[src/rtl/clock_set_controller.sv]
// rtl/clock_set_controller.sv - button debounce and HH:MM:SS digit-edit sequencer for the clock counter
module clock_set_controller #(
    parameter int DEBOUNCE_CYCLES = 500000,
    parameter int TIMEOUT_CYCLES  = 500000000
) (
    input  logic        i_clk,
    input  logic        i_rst,
    input  logic        i_mode_button,
    input  logic        i_inc_button,
    input  logic [23:0] i_current_time,
    output logic [23:0] o_set_time,
    output logic        o_load,
    output logic        o_setting,
    output logic [5:0]  o_digit_sel
);
    localparam int DB_W = $clog2(DEBOUNCE_CYCLES + 1);
    localparam int TO_W = $clog2(TIMEOUT_CYCLES + 1);

    typedef enum logic [2:0] {
        S_IDLE, S_HT, S_HU, S_MT, S_MU, S_ST, S_SU, S_COMMIT
    } state_t;

    // Bit 0 is MODE, bit 1 is INC; raw keys are active-low.
    logic [1:0]      r_sync1, r_sync2, r_db, r_press;
    logic [DB_W-1:0] r_db_cnt [2];
    logic [1:0]      w_raw;

    assign w_raw = {i_inc_button, i_mode_button};

    always_ff @(posedge i_clk) begin
        if (i_rst) begin
            r_sync1 <= 2'b11;
            r_sync2 <= 2'b11;
            r_db    <= 2'b11;
            r_press <= 2'b00;
            for (int i = 0; i < 2; i++) r_db_cnt[i] <= '0;
        end else begin
            r_sync1 <= w_raw;
            r_sync2 <= r_sync1;
            for (int i = 0; i < 2; i++) begin
                r_press[i] <= 1'b0;
                if (r_sync2[i] == r_db[i]) begin
                    r_db_cnt[i] <= '0;
                end else if (r_db_cnt[i] == DB_W'(DEBOUNCE_CYCLES - 1)) begin
                    r_db[i]     <= r_sync2[i];
                    r_db_cnt[i] <= '0;
                    r_press[i]  <= ~r_sync2[i];
                end else begin
                    r_db_cnt[i] <= r_db_cnt[i] + 1'b1;
                end
            end
        end
    end

    logic w_mode_press, w_inc_press;
    assign w_mode_press = r_press[0];
    assign w_inc_press  = r_press[1];

    state_t          r_state, w_next;
    logic [TO_W-1:0] r_timeout;
    logic [23:0]     r_set_time, w_next_time;
    logic            w_in_set, w_timeout_hit, w_clamp;
    logic [5:0]      w_next_sel;

    assign w_in_set      = (r_state != S_IDLE) && (r_state != S_COMMIT);
    assign w_timeout_hit = (r_timeout == TO_W'(TIMEOUT_CYCLES - 1));

    always_comb begin
        w_next = r_state;
        case (r_state)
            S_IDLE:   if (w_mode_press) w_next = S_HT;
            S_HT:     if (w_mode_press) w_next = S_HU;
            S_HU:     if (w_mode_press) w_next = S_MT;
            S_MT:     if (w_mode_press) w_next = S_MU;
            S_MU:     if (w_mode_press) w_next = S_ST;
            S_ST:     if (w_mode_press) w_next = S_SU;
            S_SU:     if (w_mode_press) w_next = S_COMMIT;
            default:  w_next = S_IDLE;
        endcase
        // A press in the same cycle restarts the idle count, so it beats the timeout.
        if (w_in_set && !w_mode_press && !w_inc_press && w_timeout_hit)
            w_next = S_IDLE;
    end

    always_comb begin
        w_next_time = r_set_time;
        w_clamp     = 1'b0;
        if (r_state == S_IDLE && w_mode_press) begin
            w_next_time = i_current_time;
            w_clamp     = 1'b1;
        end else if (w_in_set && !w_mode_press && w_inc_press) begin
            case (r_state)
                S_HT: begin
                    w_next_time[23:20] = (r_set_time[23:20] >= 4'd2) ? 4'd0 : r_set_time[23:20] + 4'd1;
                    w_clamp = 1'b1;
                end
                S_HU: if (r_set_time[23:20] == 4'd2)
                          w_next_time[19:16] = (r_set_time[19:16] >= 4'd3) ? 4'd0 : r_set_time[19:16] + 4'd1;
                      else
                          w_next_time[19:16] = (r_set_time[19:16] >= 4'd9) ? 4'd0 : r_set_time[19:16] + 4'd1;
                S_MT: w_next_time[15:12] = (r_set_time[15:12] >= 4'd5) ? 4'd0 : r_set_time[15:12] + 4'd1;
                S_MU: w_next_time[11:8]  = (r_set_time[11:8]  >= 4'd9) ? 4'd0 : r_set_time[11:8]  + 4'd1;
                S_ST: w_next_time[7:4]   = (r_set_time[7:4]   >= 4'd5) ? 4'd0 : r_set_time[7:4]   + 4'd1;
                default: w_next_time[3:0] = (r_set_time[3:0]  >= 4'd9) ? 4'd0 : r_set_time[3:0]   + 4'd1;
            endcase
        end
        if (w_clamp && w_next_time[23:20] == 4'd2 && w_next_time[19:16] > 4'd3)
            w_next_time[19:16] = 4'd3;
    end

    always_comb begin
        w_next_sel = 6'b000000;
        case (w_next)
            S_HT:    w_next_sel = 6'b100000;
            S_HU:    w_next_sel = 6'b010000;
            S_MT:    w_next_sel = 6'b001000;
            S_MU:    w_next_sel = 6'b000100;
            S_ST:    w_next_sel = 6'b000010;
            S_SU:    w_next_sel = 6'b000001;
            default: w_next_sel = 6'b000000;
        endcase
    end

    always_ff @(posedge i_clk) begin
        if (i_rst) begin
            r_state     <= S_IDLE;
            r_timeout   <= '0;
            r_set_time  <= '0;
            o_load      <= 1'b0;
            o_setting   <= 1'b0;
            o_digit_sel <= '0;
        end else begin
            r_state     <= w_next;
            r_timeout   <= (!w_in_set || w_mode_press || w_inc_press) ? '0 : r_timeout + 1'b1;
            r_set_time  <= w_next_time;
            o_load      <= (w_next == S_COMMIT);
            o_setting   <= (w_next != S_IDLE) && (w_next != S_COMMIT);
            o_digit_sel <= w_next_sel;
        end
    end

    assign o_set_time = r_set_time;
endmodule

[config.mk]
export PLATFORM = sky130hd
export DESIGN_NAME = clock_set_controller
export DESIGN_NICKNAME = d
export VERILOG_FILES = /design/src/rtl/clock_set_controller.sv
export SDC_FILE = /design/constraint.sdc
export NUM_CORES = 1
export LEC_CHECK = 0
export CAP_MARGIN = 20
export CORE_AREA = 10 10 170 93
export CTS_CLUSTER_SIZE = 8
export DETAILED_ROUTE_END_ITERATION = 10
export DIE_AREA = 0 0 180 103
export REMOVE_ABC_BUFFERS = 1
export SETUP_SLACK_MARGIN = 0.05
export SYNTH_ARGS = -nofsm -noshare
export SYNTH_HDL_FRONTEND = slang
export SYNTH_SLANG_ARGS = --single-unit
export TNS_END_PERCENT = 100
[constraint.sdc]
create_clock -name i_clk -period 5.3 [get_ports i_clk]
set_input_delay 1.06 -clock i_clk [delete_from_list [all_inputs] [get_ports i_clk]]
set_output_delay 1.06 -clock i_clk [all_outputs]
set_load 0.1 [all_outputs]
==> results of run 1 <==
[worst max path at each step]
| stage | endpoint | slack (ns) | depth (start not counted) |
|---|---|---|---|
| 2_1_floorplan | o_set_time[17]$_SDFF_PP0_ | 2.18 | 5 |
| 3_3_place_gp | r_db_cnt[0][12]$_SDFFCE_PN0P_ | 2.43 | 3 |
| 3_5_place_dp | r_db_cnt[0][11]$_SDFFCE_PN0P_ | 2.34 | 3 |
| 4_1_cts | o_set_time[16] | 2.21 | 1 |
| 5_1_grt | o_set_time[16] | 2.15 | 1 |
| 6_report | o_set_time[16] | 2.21 | 1 |
[cell usage after synthesis (all sizes together), types with 2 or more instances]
library cell  instances  area share [%]
a32oi                 2            0.31
nand3                39             3.5
mux2i                 5            0.89
nor4                  6            0.67
a211oi               10             1.3
and4                  2            0.31
a311oi                3            0.58
o211ai                7            0.93
nor2b                 6            0.67
and3                 12             1.3
a31oi                 5            0.56
a211o                 3            0.47
edfxtp               38              20
inv                  21             1.4
a21oi                14             1.2
nor3                 19             1.8
nand4                15             1.7
or3                   5            0.56
nand2b                8            0.89
or2                   8            0.89
a222oi                2            0.36
a22oi                 9             1.2
ha                   20             4.4
buf                   5            0.42
clkbuf               15             1.0
dfxtp                72              26
o21ai                 9            0.80
nor4b                 7             1.2
or3b                  3            0.47
xnor2                28             4.4
nand2                51             3.4
a21boi                2            0.27
nor2                111             7.4
nor3b                 7            0.93
xor2                 36             5.6
[layer usage]
layer / vias up / share of wire (%)
li1: 2325 / -
met1: 2121 / 55
met2: 102 / 39
met3: 11 / 5.6
met4: 0 / 0.79
met5: - / 0
[per-stage QoR]
stage	setup slack (ns)	power, mW	hold WS, ns	instances
CTS	2.21	1.66	0.414	890
global route	2.15	1.70	0.423	890
global placement	2.43	0.983	0.393	874
detailed placement	2.34	0.984	0.396	874
finish	2.21	1.64	0.414	890
floorplan	2.18	0.948	0.389	637
[worst register-to-register path, stage by stage (launching register included)]
cell      delay [ns]
dfxtp_1         0.57
or4b_1          0.89
nor4b_2         0.31
a31oi_1         0.10
a311oi_2        0.35
o21ai_1         0.17
a31oi_1         0.24
[power groups by stage]
stage / clock, mW / combinational [mW] / sequential [mW]
finish: 0.672 / 0.0631 / 0.902
global route: 0.726 / 0.0707 / 0.904
CTS: 0.691 / 0.0629 / 0.902
detailed placement: 0 / 0.0623 / 0.922
global placement: 0 / 0.0621 / 0.921
floorplan: 0 / 0.0255 / 0.922
[cells by family after synthesis]
kind of cell,synth area share [%]
buffers and inverters,2.85
xor gates and xnor gates,9.97
muxes,0.890
and+or+nand+nor,26.7
AOI/OAI and AO/OA,9.19
other,0.0667
adders and majority gates,4.45
DFF,45.9
[sequential cells by signal, indices dropped and copies added (netlist names)]
register / flops
o_digit_sel: 6
o_load: 1
o_set_time: 24
o_setting: 1
r_db: 2
r_db_cnt: 38
r_press: 2
r_state: 3
r_sync1: 2
r_sync2: 2
r_timeout: 29
[layout make-up]
type / instances / area share, %
flip-flops and latches: 110 / 37.9
well taps: 176 / 3.24
repair buffers: 61 / 8.90
clock inverters: 6 / 0.607
clock buffers: 10 / 3.68
inverters: 21 / 1.16
multi-input cells: 506 / 44.5
[cell usage in the layout (no fill, tap or decap), types with 20 or more instances in the layout]
cell               n
nor2_1           111
dfxtp_1           72
clkdlybuf4s50_1   59
nand2_1           51
nand3_1           39
edfxtp_1          38
conb_1            38
xor2_1            36
xnor2_1           28
inv_1             21
ha_1              20
==> impl_metrics.toml, run 1 <==
[setup_path]
startpoint = "o_set_time[16]$_SDFF_PP0_"
cp_top_family = "buffers and inverters"
critPathKind = "reg -> out"
r2r_cells = 6
timing.rr.start = "r_state[0]$_SDFF_PP0_"
path_cells = "clkdlybuf4s50_1"
crit_arrival_ns = 2.03
reg2reg_setup_slack_ns = 2.57
required_ns = 4.24
critPathLaunchType = "register"
crit_path_end_kind = "output pin"
critPathBufInv = 1
r2r_end = "o_set_time[17]$_SDFF_PP0_"
path_max_fanout = 6
slowest_delay_ns = 1.25
cp_slowest_cell = "clkdlybuf4s50_1"

[clock_network]
clockBufferDepth = 2
path_clk_slew_ns = 0.07
cts_tree = "built"
clock-root-buffer = "clkbuf_16"
cts_setup_buffers = 0
hold_buffers = 0
cts_resized = 0
insertion_delay_ns = 0.35
cts.sinks = 110
htreeDepth = 3
numCtsBuffers = 9

[routing]
drt_iter0_drc = 340
postRouteAntennaNets = 0
remaining_drc_errors = 0
drt_pre_antenna_iters = 5
wl_per_cell_um = 14.3
viasPerCell = 5.12
drt_wl_total_um = 12700
num_vias = 4559

[grt]
grt_busiest_layer = "met1"
grt_usage_pct = 13.7
grt_pass1_wl_um = 21100
grt-ovfl-total = 0
antenna_found_initial = 0
use_met2_pct = 18.9
grt_pass1_vias = 4141
grt_start_max_net_pins = 30
grtUsageMet1_pct = 20.1
grt_use_met3_pct = 4.48

[power]
powerDensity_nw_per_um2 = 241
p_switching_mw = 0.368
switching_share_pct = 22.5
combPwrFrac_pct = 3.9
pwr-share-seq_pct = 55.1
p_int_mw = 1.27
p_clk_share_pct = 41.0
p_leak_nw = 2.31
ir_drop_mv = 0.143

[layout]
antenna_cells = 0
final_nets = 757
final_cell_area_um2 = 6810
seq_area_um2 = 2580
final_util_pct = 52.2
multi_input_area_um2 = 3030
fill_cells = 1186
syn_to_final_growth_pct = 21.0
drive_above_1_share_pct = 4.62

[floorplanning]
io_pins = 60
die_y_um = 103
die-area_um2 = 18500
core_area_um2 = 13000
die_x_um = 180
rows = 30
start_util_pct = 43.2

[sta]
hold_violations = 0
rsz0062_at_grt = "false"
tns_ns = 0
finalCritPeriodShare_pct = 58.2
clock_skew_ns = 0.0102
setup_viol = 0
fin_crit_ns = 3.09
maxSlewHeadroom_pct = 28.4
tightest_slew_ns = 1.07
slew_viol_final = 0
fmax_ghz = 0.324

[synth]
syn_area_um2 = 5620
synth_edf_count = 38
synth_ff_type = "dfxtp_1"
synthCells = 620
synth-async-reset-ratio_pct = 0
yosys_warnings = 0
synth-seq-area-share_pct = 45.9
synthDistinctLibCells = 57
syn_avg_cell_area_um2 = 9.07
ys_ff_latch = 110

[place]
place_area_um2 = 6510
port_buffers = 59
gp_congestion = 0.839
dpl.hpwl_um = 9340

[hold_path]
min_path_cells = 1
min-delay-start = "r_sync1[1]$_SDFF_PP1_"
hp-class = "reg -> reg"
min_to = "r_sync2[1]$_SDFF_PP1_"

[job]
max_cap_violations = 0

[outcome]
outcome = "finished, final reports clean"
Note: power is estimated with default switching activity, not from simulation.
==> run 2, diff against run 1 <==
--- a/config.mk
+++ b/config.mk
@@ -10,6 +10,7 @@
 export CTS_CLUSTER_SIZE = 8
 export DETAILED_ROUTE_END_ITERATION = 10
 export DIE_AREA = 0 0 180 103
+export PLACE_DENSITY = 0.67
 export REMOVE_ABC_BUFFERS = 1
 export SETUP_SLACK_MARGIN = 0.05
 export SYNTH_ARGS = -nofsm -noshare
==> constraint.sdc (replaced) <==
create_clock -name i_clk -period 2.52 [get_ports i_clk]
set_input_delay 0.504 -clock i_clk [delete_from_list [all_inputs] [get_ports i_clk]]
set_output_delay 0.504 -clock i_clk [all_outputs]
set_load 0.1 [all_outputs]
==> run 2 against run 1 <==
Combinational power increased by 120%. Total power increased by 110%. Highest routed layer unchanged. Sequential share of layout area decreased by 0.058 points. Clock skew increased by 0.0011 ns. Register-to-register slack got worse by 2.4 ns. Design area increased by 0.20%. Hold slack improved by 0.0082 ns.
==> impl_metrics.toml, run 2 (synthesis gave the netlist of run 1 again) <==
[layout]
largest_reg_flops = 38
top_register = "r_db_cnt"
final_nets = 769
layout_common_cells = "nor2_1 (110), dfxtp_1 (71), nand2_1 (51)"
final_common_cell = "nor2_1"
antenna_cells = 0
syn_to_final_growth_pct = 21.2
drive_above_1_share_pct = 10.7

[grt]
antenna_found_initial = 0
grt_start_max_net_pins = 30
grt_usage_pct = 13.9
grt_pass1_wl_um = 21300
grt-ovfl-total = 0
grt_pass1_vias = 4347

[place]
port_buffers = 59
dpl.hpwl_um = 9860
gp_congestion = 0.852

[setup_path]
reg2reg_setup_slack_ns = 0.21
crit_path_end_kind = "register"
r2r_end = "o_set_time[17]$_SDFF_PP0_"
timing.rr.start = "o_set_time[20]$_SDFF_PP0_"
required_ns = 2.79
critPathLaunchType = "register"
crit_arrival_ns = 2.58
path_max_fanout = 7
r2r_cells = 8
critPathKind = "reg -> reg"

[sta]
setup_viol = 0
tightest_slew_ns = 0.643
fmax_ghz = 0.433
hold-worst-slack_ns = 0.422
finalCritPeriodShare_pct = 91.6
rsz0062_at_grt = "false"
maxSlewHeadroom_pct = 56.7
hold_violations = 0
slew_viol_final = 0
fin_crit_ns = 2.31
clock_skew_ns = 0.0113
tns_ns = 0

[floorplanning]
start_util_pct = 43.2
io_pins = 60
die_x_um = 180
die_y_um = 103
rows = 30
die-area_um2 = 18500
core_area_um2 = 13000

[clock_network]
clockBufferDepth = 2
htreeDepth = 3
path_clk_slew_ns = 0.07
numCtsBuffers = 9
cts.sinks = 110
cts_tree = "built"
clock-root-buffer = "clkbuf_16"
insertion_delay_ns = 0.35
hold_buffers = 0

[routing]
viasPerCell = 5.18
drt_pre_antenna_iters = 5
wl_per_cell_um = 14.4
num_vias = 4673
postRouteAntennaNets = 0
drt_wl_total_um = 13000
remaining_drc_errors = 0
drt_iter0_drc = 316

[power]
ir_drop_mv = 0.310
p_leak_nw = 2.44
powerDensity_nw_per_um2 = 504

[hold_path]
min_to = "r_sync2[0]$_SDFF_PP1_"
hp-class = "reg -> reg"
min_path_cells = 1
min-delay-start = "r_sync1[0]$_SDFF_PP1_"

[outcome]
outcome = "finished, final reports clean"

[job]
max_cap_violations = 0
## run 2: cell count changes in the layout (fill, tap and decap cells not counted), sizes merged
cell           previous run  this run
clkinv                    3         2
buf                       2        46
clkdlybuf4s50            59        27
inv                      24        25
## run 2: where the power goes
group | internal [mW] | total, mW | switching, mW
registers | 1.86 | 1.90 | 0.0345
clock network | 0.736 | 1.40 | 0.665
logic | 0.0689 | 0.136 | 0.0672
## run 2: final cells by class
type,instances,area [µm²]
clock inverter,6,41.3
timing repair buffer,73,616
fill,1207,6210
inverter,21,78.8
sequential,110,2580
tap,176,220
clock buffer,10,250
multi-input combinational,506,3030
## run 2: timing repair
item | 4_1_cts | 5_1_grt
resized for setup | 0 | 2
buffers inserted | 0 | 2
endpoints found under the setup margin | 0 | 2
## run 2: worst max path at each step
stage	slack [ns]	end	cells after the start	from
after global routing	0.11	o_set_time[17]$_SDFF_PP0_	8	o_set_time[20]$_SDFF_PP0_
after detailed placement	0.17	o_set_time[17]$_SDFF_PP0_	8	o_set_time[20]$_SDFF_PP0_
after CTS	0.15	o_set_time[17]$_SDFF_PP0_	8	o_set_time[20]$_SDFF_PP0_
after floorplan	-0.60	o_set_time[17]$_SDFF_PP0_	5	r_press[0]$_SDFF_PP0_
after global placement	0.34	o_set_time[17]$_SDFF_PP0_	8	o_set_time[20]$_SDFF_PP0_
final	0.21	o_set_time[17]$_SDFF_PP0_	8	o_set_time[20]$_SDFF_PP0_
## run 2: worst max-delay path, stage by stage, from the launching register on
cell	delay, ns
dfxtp_2	0.40
inv_1	0.06
ha_1	0.20
or4_1	0.60
nor2_2	0.13
a31oi_1	0.12
a311oi_2	0.35
o21ai_1	0.17
a31oi_1	0.20
## run 2: layer usage
metal,up-vias,routed length [µm],global-route usage (%)
li1,2352,-,-
met1,2213,6820,19.8
met2,101,5390,20.4
met3,7,696,3.85
met4,0,77,2.65
met5,-,0,0
## run 2: metrics by stage
stage               cells  setup slack, ns  cell area (µm²)  util (%)  power, mW
global route          902            0.106             6820      52.4       3.56
finish                902            0.211             6820      52.4       3.44
global placement      884            0.345             6510      50.0       2.07
CTS                   900            0.153             6800      52.2       3.47
floorplan             637           -0.598             5680         -       1.99
detailed placement    884            0.173             6510      50.0       2.07
